**config.mk**
```make
export PLATFORM = sky130hd
export DESIGN_NAME = pipe_flow_ctrl_flat
export DESIGN_NICKNAME = d
export VERILOG_FILES = /design/src/rtl/pipe_flow_ctrl_if.sv /design/src/rtl/pipe_flow_ctrl.sv /design/src/flat_wrapper.sv
export SDC_FILE = /design/constraint.sdc
export NUM_CORES = 1
export LEC_CHECK = 0
export CAP_MARGIN = 0
export CORE_MARGIN = 3
export CORE_UTILIZATION = 46
export CTS_CLUSTER_DIAMETER = 150
export DETAILED_ROUTE_END_ITERATION = 12
export PLACE_DENSITY = 0.9
export SYNTH_ARGS = -nofsm -noshare
export SYNTH_HDL_FRONTEND = slang
export SYNTH_SLANG_ARGS = --single-unit
```
**constraint.sdc**
```tcl
create_clock -name clk -period 2 [get_ports clk]
set_input_delay 0.3 -clock clk [delete_from_list [all_inputs] [get_ports clk]]
set_output_delay 0.3 -clock clk [all_outputs]
set_load 0.05 [all_outputs]
```
**src/rtl/pipe_flow_ctrl_if.sv**
```systemverilog
// Handshake bundle between the pipeline datapath and its flow controller.
// The datapath side (master) reports stall/hazard/branch/halt events and
// consumes per-register enables, bubbles, valid bits and the halt flag.
interface pipe_flow_ctrl_if #(
    parameter int NUM_STAGES    = 5,
    parameter int NUM_STALL_SRC = 2,
    parameter int CNT_W         = 16
);
    logic [NUM_STALL_SRC-1:0] stall_req;
    logic                     hazard_stall;
    logic                     br_taken;
    logic                     hlt_decoded;
    logic [NUM_STAGES-1:0]    stage_en;
    logic [NUM_STAGES-1:0]    stage_bubble;
    logic [NUM_STAGES-1:0]    pipe_valid;
    logic                     hlt;
    logic [CNT_W-1:0]         stall_cycles;

    modport master (
        output stall_req, hazard_stall, br_taken, hlt_decoded,
        input  stage_en, stage_bubble, pipe_valid, hlt, stall_cycles
    );

    modport slave (
        input  stall_req, hazard_stall, br_taken, hlt_decoded,
        output stage_en, stage_bubble, pipe_valid, hlt, stall_cycles
    );
endinterface

```
**src/rtl/pipe_flow_ctrl.sv**
```systemverilog
// Stall/flush/halt sequencer for an in-order pipeline of NUM_STAGES registers.
// Register 0 is the PC, register NUM_STAGES-1 is MEM/WB. Enables and bubbles
// are combinational from the current state and requests; valid bits and the
// halt tag ride along with the instructions and are updated on each enable.
module pipe_flow_ctrl #(
    parameter int NUM_STAGES    = 5,
    parameter int NUM_STALL_SRC = 2,
    parameter int CNT_W         = 16
) (
    input  logic              clk,
    input  logic              rst_n,
    pipe_flow_ctrl_if.slave   bus
);
    typedef enum logic [1:0] {
        RUN    = 2'd0,
        DRAIN  = 2'd1,
        HALTED = 2'd2
    } state_t;

    localparam logic [NUM_STAGES-1:0] ALL_ON = '1;
    localparam logic [NUM_STAGES-1:0] PC_OFF = {{(NUM_STAGES-1){1'b1}}, 1'b0};
    localparam logic [NUM_STAGES-1:0] HAZ_EN = {{(NUM_STAGES-2){1'b1}}, 2'b00};
    localparam logic [NUM_STAGES-1:0] BUB_1  = NUM_STAGES'(2);
    localparam logic [NUM_STAGES-1:0] BUB_2  = NUM_STAGES'(4);

    state_t                   state_q, state_d;
    logic [NUM_STAGES-1:1]    valid_q;
    logic [NUM_STAGES-1:2]    tag_q;
    logic [CNT_W-1:0]         cnt_q;
    logic [NUM_STALL_SRC-1:0] stall_req_w;
    logic                     stall_any;
    logic [NUM_STAGES-1:0]    en_d, bub_d;
    logic [NUM_STAGES-1:0]    valid_w;
    logic                     tag_ins;
    logic                     cnt_inc;

    // Saturating increment: the counter parks at all-ones instead of wrapping.
    function automatic logic [CNT_W-1:0] sat_inc(input logic [CNT_W-1:0] v);
        return (&v) ? v : v + CNT_W'(1);
    endfunction

    assign stall_req_w = bus.stall_req;
    assign stall_any   = |stall_req_w;
    assign valid_w     = {valid_q, 1'b1};

    // Priority resolution of memory stall, hazard, flush and halt drain.
    always_comb begin
        en_d    = '0;
        bub_d   = '0;
        state_d = state_q;
        tag_ins = 1'b0;
        cnt_inc = 1'b0;
        if (rst_n) begin
            case (state_q)
                RUN: begin
                    if (stall_any) begin
                        cnt_inc = 1'b1;
                    end else if (bus.hazard_stall) begin
                        // Hold PC and IF/ID, inject a NOP into ID/EX.
                        en_d    = HAZ_EN;
                        bub_d   = BUB_2;
                        cnt_inc = 1'b1;
                    end else if (bus.br_taken) begin
                        en_d  = ALL_ON;
                        bub_d = BUB_1;
                    end else if (bus.hlt_decoded) begin
                        // HLT moves on with its tag; nothing new is fetched.
                        en_d    = PC_OFF;
                        bub_d   = BUB_1;
                        tag_ins = 1'b1;
                        state_d = DRAIN;
                    end else begin
                        en_d = ALL_ON;
                    end
                end
                DRAIN: begin
                    if (stall_any) begin
                        cnt_inc = 1'b1;
                    end else begin
                        en_d  = PC_OFF;
                        bub_d = BUB_1;
                        // HLT retires out of writeback on this edge.
                        if (tag_q[NUM_STAGES-1]) begin
                            state_d = HALTED;
                        end
                    end
                end
                default: ;
            endcase
        end
    end

    // State register; HALTED is left only through reset.
    always_ff @(posedge clk or negedge rst_n) begin
        if (!rst_n) begin
            state_q <= RUN;
        end else begin
            state_q <= state_d;
        end
    end

    // Valid bits and halt tag follow the instructions through enabled registers.
    always_ff @(posedge clk or negedge rst_n) begin
        if (!rst_n) begin
            valid_q <= '0;
            tag_q   <= '0;
        end else begin
            for (int i = 1; i < NUM_STAGES; i++) begin
                if (en_d[i]) begin
                    valid_q[i] <= bub_d[i] ? 1'b0 : valid_w[i-1];
                end
            end
            // IF/ID never carries a tag, so ID/EX only gets one on insertion.
            if (en_d[2]) begin
                tag_q[2] <= tag_ins;
            end
            for (int i = 3; i < NUM_STAGES; i++) begin
                if (en_d[i]) begin
                    tag_q[i] <= bub_d[i] ? 1'b0 : tag_q[i-1];
                end
            end
        end
    end

    // Stall-cycle statistics counter.
    always_ff @(posedge clk or negedge rst_n) begin
        if (!rst_n) begin
            cnt_q <= '0;
        end else if (cnt_inc) begin
            cnt_q <= sat_inc(cnt_q);
        end
    end

    assign bus.stage_en     = en_d;
    assign bus.stage_bubble = bub_d;
    assign bus.pipe_valid   = valid_w;
    assign bus.hlt          = (state_q == HALTED);
    assign bus.stall_cycles = cnt_q;
endmodule

```
**src/flat_wrapper.sv**
```systemverilog
// flat-port wrapper written by rule: the top's interface ports become plain ports
module pipe_flow_ctrl_flat 
#(
    parameter int NUM_STAGES    = 5,
    parameter int NUM_STALL_SRC = 2,
    parameter int CNT_W         = 16
)
  (clk, rst_n, bus_stall_req, bus_hazard_stall, bus_br_taken, bus_hlt_decoded, bus_stage_en, bus_stage_bubble, bus_pipe_valid, bus_hlt, bus_stall_cycles);
  pipe_flow_ctrl_if #(.NUM_STAGES(NUM_STAGES), .NUM_STALL_SRC(NUM_STALL_SRC), .CNT_W(CNT_W)) bus_i ();
  input  logic clk;
  input  logic rst_n;
  input wire logic [$bits(bus_i.stall_req)-1:0] bus_stall_req;
  input wire logic [$bits(bus_i.hazard_stall)-1:0] bus_hazard_stall;
  input wire logic [$bits(bus_i.br_taken)-1:0] bus_br_taken;
  input wire logic [$bits(bus_i.hlt_decoded)-1:0] bus_hlt_decoded;
  output wire logic [$bits(bus_i.stage_en)-1:0] bus_stage_en;
  output wire logic [$bits(bus_i.stage_bubble)-1:0] bus_stage_bubble;
  output wire logic [$bits(bus_i.pipe_valid)-1:0] bus_pipe_valid;
  output wire logic [$bits(bus_i.hlt)-1:0] bus_hlt;
  output wire logic [$bits(bus_i.stall_cycles)-1:0] bus_stall_cycles;
  assign bus_i.stall_req = bus_stall_req;
  assign bus_i.hazard_stall = bus_hazard_stall;
  assign bus_i.br_taken = bus_br_taken;
  assign bus_i.hlt_decoded = bus_hlt_decoded;
  assign bus_stage_en = bus_i.stage_en;
  assign bus_stage_bubble = bus_i.stage_bubble;
  assign bus_pipe_valid = bus_i.pipe_valid;
  assign bus_hlt = bus_i.hlt;
  assign bus_stall_cycles = bus_i.stall_cycles;
  pipe_flow_ctrl #(.NUM_STAGES(NUM_STAGES), .NUM_STALL_SRC(NUM_STALL_SRC), .CNT_W(CNT_W)) u_core (.clk(clk), .rst_n(rst_n), .bus(bus_i));
endmodule
```
### Yosys cells after proc, flatten, opt, wreduce, memory -nomap -nowiden

Index checks and enable logic that the tools add are counted.

| operators by class | value |
|---|---|
| divide/modulo/power cells | 0 |
| multiply operators | 0 |
| shifts and indexed selects | 0 |
| magnitude comparators | 0 |
| bitwise logic cells | 1 |
| mux-type cells | 38 |
| add/subtract/negate cells | 1 |
| equality and inequality tests | 8 |
| reduce and logical (&&, ||, !) cells | 6 |

Operators by type and width:

| cell | count |
|---|---|
| $mux W5 | 9 |
| $pmux W5 S2 | 2 |
| $mux W1 | 17 |
| $add A16 B1 Y16 const B | 1 |
| $mux W2 | 8 |
| $reduce_and A16 Y1 | 1 |
| $ne A2 B2 Y1 const B | 5 |
| $reduce_and A8 Y1 | 1 |
| $pmux W2 S2 | 1 |
| $eq A2 B1 Y1 const B | 1 |
| $eq A2 B2 Y1 const B | 1 |
| $logic_not A2 Y1 | 1 |
| $ne A2 B1 Y1 const B | 1 |
| $pmux W1 S2 | 1 |
| $reduce_and A2 Y1 | 1 |
| $reduce_bool A2 Y1 | 1 |
| $reduce_or A2 Y1 | 1 |
| $not A1 Y1 | 1 |

| storage, ports and cells | value |
|---|---|
| register bits | 25 |
| ROM bits | 0 |
| output and inout port bits | 32 |
| bits in latches | 0 |
| bits in writable memories | 0 |
| memories | 0 |
| word-level logic and storage cells | 63 |
| input port bits | 7 |

### Logic depth before layout (Yosys ltp)

Gate-level depths: netlist of the first run.

| logic depth | value |
|---|---|
| depth in word-level cells | 7 |
| gate-level depth with buffers | 5 |
| mapped depth without buffers | 5 |

### Least setup slack after synthesis of the first run

OpenSTA, ideal clock, no wires.

| timing | value |
|---|---|
| kind | in2out |
| start | in bus_stall_req[1] |
| end | out bus_stage_en[0] |
| cell stages on the path | 4 |
| arrival time | 2.344 ns |
| path slack | -0.644 ns |
| cell sequence | nor2_1 -> nand3_1 -> clkbuf_1 -> nor4_1 |

| between the ends | value |
|---|---|
| cells in the longest elaborated chain, start to end | 4 |

RTL lines:

| element | line | source |
|---|---|---|
| start, declared | flat_wrapper.sv:12 | `input wire logic [$bits(bus_i.stall_req)-1:0] bus_stall_req;` |
| $reduce_or A2 Y1 | pipe_flow_ctrl.sv:43 | `assign stall_any = \|stall_req_w;` |
| $mux W5 | pipe_flow_ctrl.sv:56 | `if (stall_any) begin` |
| $pmux W5 S2 | pipe_flow_ctrl.sv:54 | `case (state_q)` |
| $mux W5 | pipe_flow_ctrl.sv:53 | `if (rst_n) begin` |
| end, declared | flat_wrapper.sv:16 | `output wire logic [$bits(bus_i.stage_en)-1:0] bus_stage_en;` |

Every way passes these cells.

### Worst setup path after layout of the first run

| timing | value |
|---|---|
| start | in bus_stall_req[1] |
| end | out bus_stage_bubble[2] |

| between the ends | value |
|---|---|
| cells in the longest elaborated chain, start to end | 4 |

RTL lines:

| element | line | source |
|---|---|---|
| $reduce_or A2 Y1 | pipe_flow_ctrl.sv:43 |  |
| $mux W5 | pipe_flow_ctrl.sv:56 |  |
| $pmux W5 S2 | pipe_flow_ctrl.sv:54 |  |
| $mux W5 | pipe_flow_ctrl.sv:53 |  |
| end, declared | flat_wrapper.sv:17 | `output wire logic [$bits(bus_i.stage_bubble)-1:0] bus_stage_bubble;` |

Every way passes these cells.

==> results.cfg, run 1 <==
[run_status]
status = complete, no violations

[critical_path]
r2r_cells = 5
cp.depth = 6
cp_slowest_cell = clkdlybuf4s50_1
r2r-start = u_core.bus.stall_cycles[0]$_DFFE_PN0P_
cp.required_ns = 1.70
worst_setup_path_end_kind = output port
r2r_slack_ns = 0.16
critical_path.most_common_cell = nor2_1
crit_arrival_ns = 1.62
slowest_delay_ns = 0.40
r2r_end = u_core.bus.stall_cycles[1]$_DFFE_PN0P_
crit_path_max_fanout = 4
worstSetupStartpointType = input port
path_cells = clkdlybuf4s50_1, nor2_1, nand3_1, buf_4, nor2_1, buf_12
cp_num_buf_inv = 3
crit_type = input port to output port
cpLargestDelayFamily = buffers and inverters

[die]
rows = 18
core_sq_um = 2590
top_level_ports = 39
die_h_um = 59.3
dieArea_sq_um = 3520
start_util = 0.505
die_width_um = 59.3

[global_routing]
gr-usage-all-layers = 0.187
grt_pass1_vias = 1215
antenna_found_initial = 0
grt_pass1_wl_um = 5130
gr-total-overflow = 0
grt_max_degree = 17

[route]
via_per_inst = 5.42
drt_iter0_drc = 16
drtPass1Iterations = 4
vias = 1106
drc = 0
wire_per_inst_um = 15.0
totalWireLength_um = 3070
antenna_left = 0

[place]
gp_congestion = 0.868
io_buffer_count = 34
hpwl_um = 2420

[power_and_ir_drop]
pwr-share-clk = 0.246
power_w = 0.000919
switchingPower_w = 0.000270
p_int_w = 0.000649
p_per_area_nw_per_um2 = 497
p_leak_nw = 0.852
p_seq_frac = 0.589
comb_power_share = 0.165
switching_share = 0.293
ir_drop_mv = 0.516

[cts]
clk_path_buf_depth = 2
cts-htree-levels = 1
post_cts_buffers = 0
cts_buffers = 3
clock_sinks = 25
root_buffer = clkbuf_4
hold_buffers = 0
cts_tree = yes
clkTransAtPathRegs_ns = 0.13
insertion_delay_ns = 0.32

[sta]
fin_crit_sh = 0.961
worst_pin_slew_ns = 0.515
hold_viol_final = 0
slew_headroom = 0.656
fmax_mhz = 520
final.setup.tns_ns = 0
finalClockSkew_ns = 0.00165
period_needed_ns = 1.92
slew_viol_final = 0
setup_viol = 0
rsz0062_at_grt = false

[run]
maxCapViolCount = 0

[final_layout]
fin_util = 0.714
area_growth_pct = 41.5
fillCellCount = 199
drive_gt1_frac = 0.236
multiInputGateArea_sq_um = 621
regArea_sq_um = 637
antenna_cells = 0
nNetsFinal = 183

[yosys]
synth_top_cell_by_area = dfrtp_1
ys_ff_latch = 25
synthCells = 132
ys_warn_count = 0
ys_types = 36
synth.top_cell.area_share = 0.478
synth_area_leaders = dfrtp_1 48%, xor2_1 6.7%, nand2_1 6.6%, buf_4 3.4%, nand3_1 3.1%
ys_seq_area_frac = 0.478
synthFlopType = dfrtp_1
async_reset_ff_frac = 1.00
synthTopCellsByCount = 25 x dfrtp_1, 23 x nand2_1, 10 x xor2_1, 8 x nand3_1, 8 x nor2_1
synth_area_per_cell_sq_um = 9.91
syn-cell-area_sq_um = 1310
post-synth-top-count-cell = dfrtp_1
synth-edff-count = 0

[worst_hold_path]
worstHoldPathType = input port to async pin
flip-flops by register name, summed over array words and instances, names as in the netlist:
name / flops
u_core.bus.stall_cycles: 16
u_core.state_q: 2
u_core.valid_q: 4
u_core.tag_q: 3
power groups by stage:
stage	Combinational [W]	Sequential, W	Clock [W]
after CTS	0.000152	0.000541	0.000235
after global placement	0.000148	0.000549	0
after floorplan	0.0000423	0.000598	0
after detailed placement	0.000152	0.000550	0
final	0.000152	0.000541	0.000226
after global routing	0.000161	0.000544	0.000257
worst max path at each step:
stage | start | endpoint
after global routing | bus_stall_req[1] | bus_stage_bubble[2]
after CTS | bus_stall_req[1] | bus_stage_bubble[1]
after detailed placement | bus_hazard_stall | u_core.bus.stall_cycles[15]$_DFFE_PN0P_
final | bus_stall_req[1] | bus_stage_bubble[2]
after global placement | bus_hazard_stall | u_core.bus.stall_cycles[1]$_DFFE_PN0P_
after floorplan | bus_stall_req[1] | bus_stage_en[0]
logic make-up (layout without fill, tap and decap cells):
logic type,after synthesis,count (layout),synth area share
other,2,4,0.00574
and+or+nand+nor,64,64,0.285
DFF,25,25,0.478
AOI/OAI and AO/OA,9,9,0.0507
adders and majority gates,1,1,0.00957
buffers and inverters,16,56,0.0641
muxes,3,3,0.0258
xor gates and xnor gates,12,12,0.0804
layer usage:
layer  vias up  routed length, um  global-route usage
met5         -                  0                   0
met2        38               1690               0.345
met4         0                 28              0.0777
met1       537               1150               0.202
met3         3                196              0.0436
li1        528                  -                   -
cell usage in the layout (no fill, tap or decap), drive strengths merged, types with 2 or more instances in the layout:
cell	count
clkdlybuf4s50	25
buf	17
nor4b	2
nor2	9
inv	7
nand4	3
mux2	3
o21ai	2
nor4	7
clkbuf	4
nand2	23
dfrtp	25
nor3	7
nand3	8
nand2b	2
conb	4
xor2	10
xnor2	2
layout make-up:
| class | count | area share |
|---|---|---|
| Multi-Input combinational cell | 93 | 0.335 |
| Clock buffer | 4 | 0.0142 |
| Inverter | 8 | 0.0162 |
| Timing Repair Buffer | 44 | 0.270 |
| Tap cell | 30 | 0.0203 |
| Sequential cell | 25 | 0.344 |
through the flow:
stage / cells / hold WS [ns] / cell area, sq um / setup WS [ns]
after global placement: 200 / 0.451 / 1820 / 0.0709
final: 204 / 0.362 / 1850 / 0.0785
after global routing: 204 / 0.352 / 1850 / 0.00643
after detailed placement: 200 / 0.463 / 1820 / 0.0115
after floorplan: 134 / 0.00441 / 1330 / -0.0724
after CTS: 204 / 0.358 / 1840 / 0.0269
timing repair:
action | 4_1_cts | 5_1_grt
endpoints found under the setup margin | 1 | 2
gates resized for setup | 1 | 3
cloned | 0 | 0
Power figures use the tool's default switching activity.
==> run 2: changes to the inputs <==
--- a/config.mk
+++ b/config.mk
@@ -11,6 +11,7 @@
 export CTS_CLUSTER_DIAMETER = 150
 export DETAILED_ROUTE_END_ITERATION = 12
 export PLACE_DENSITY = 0.9
+export SLEW_MARGIN = 0
 export SYNTH_ARGS = -nofsm -noshare
 export SYNTH_HDL_FRONTEND = slang
 export SYNTH_SLANG_ARGS = --single-unit
==> results of run 2 <==
No change in the layout: final DEF, timing and power equal those of run 1.
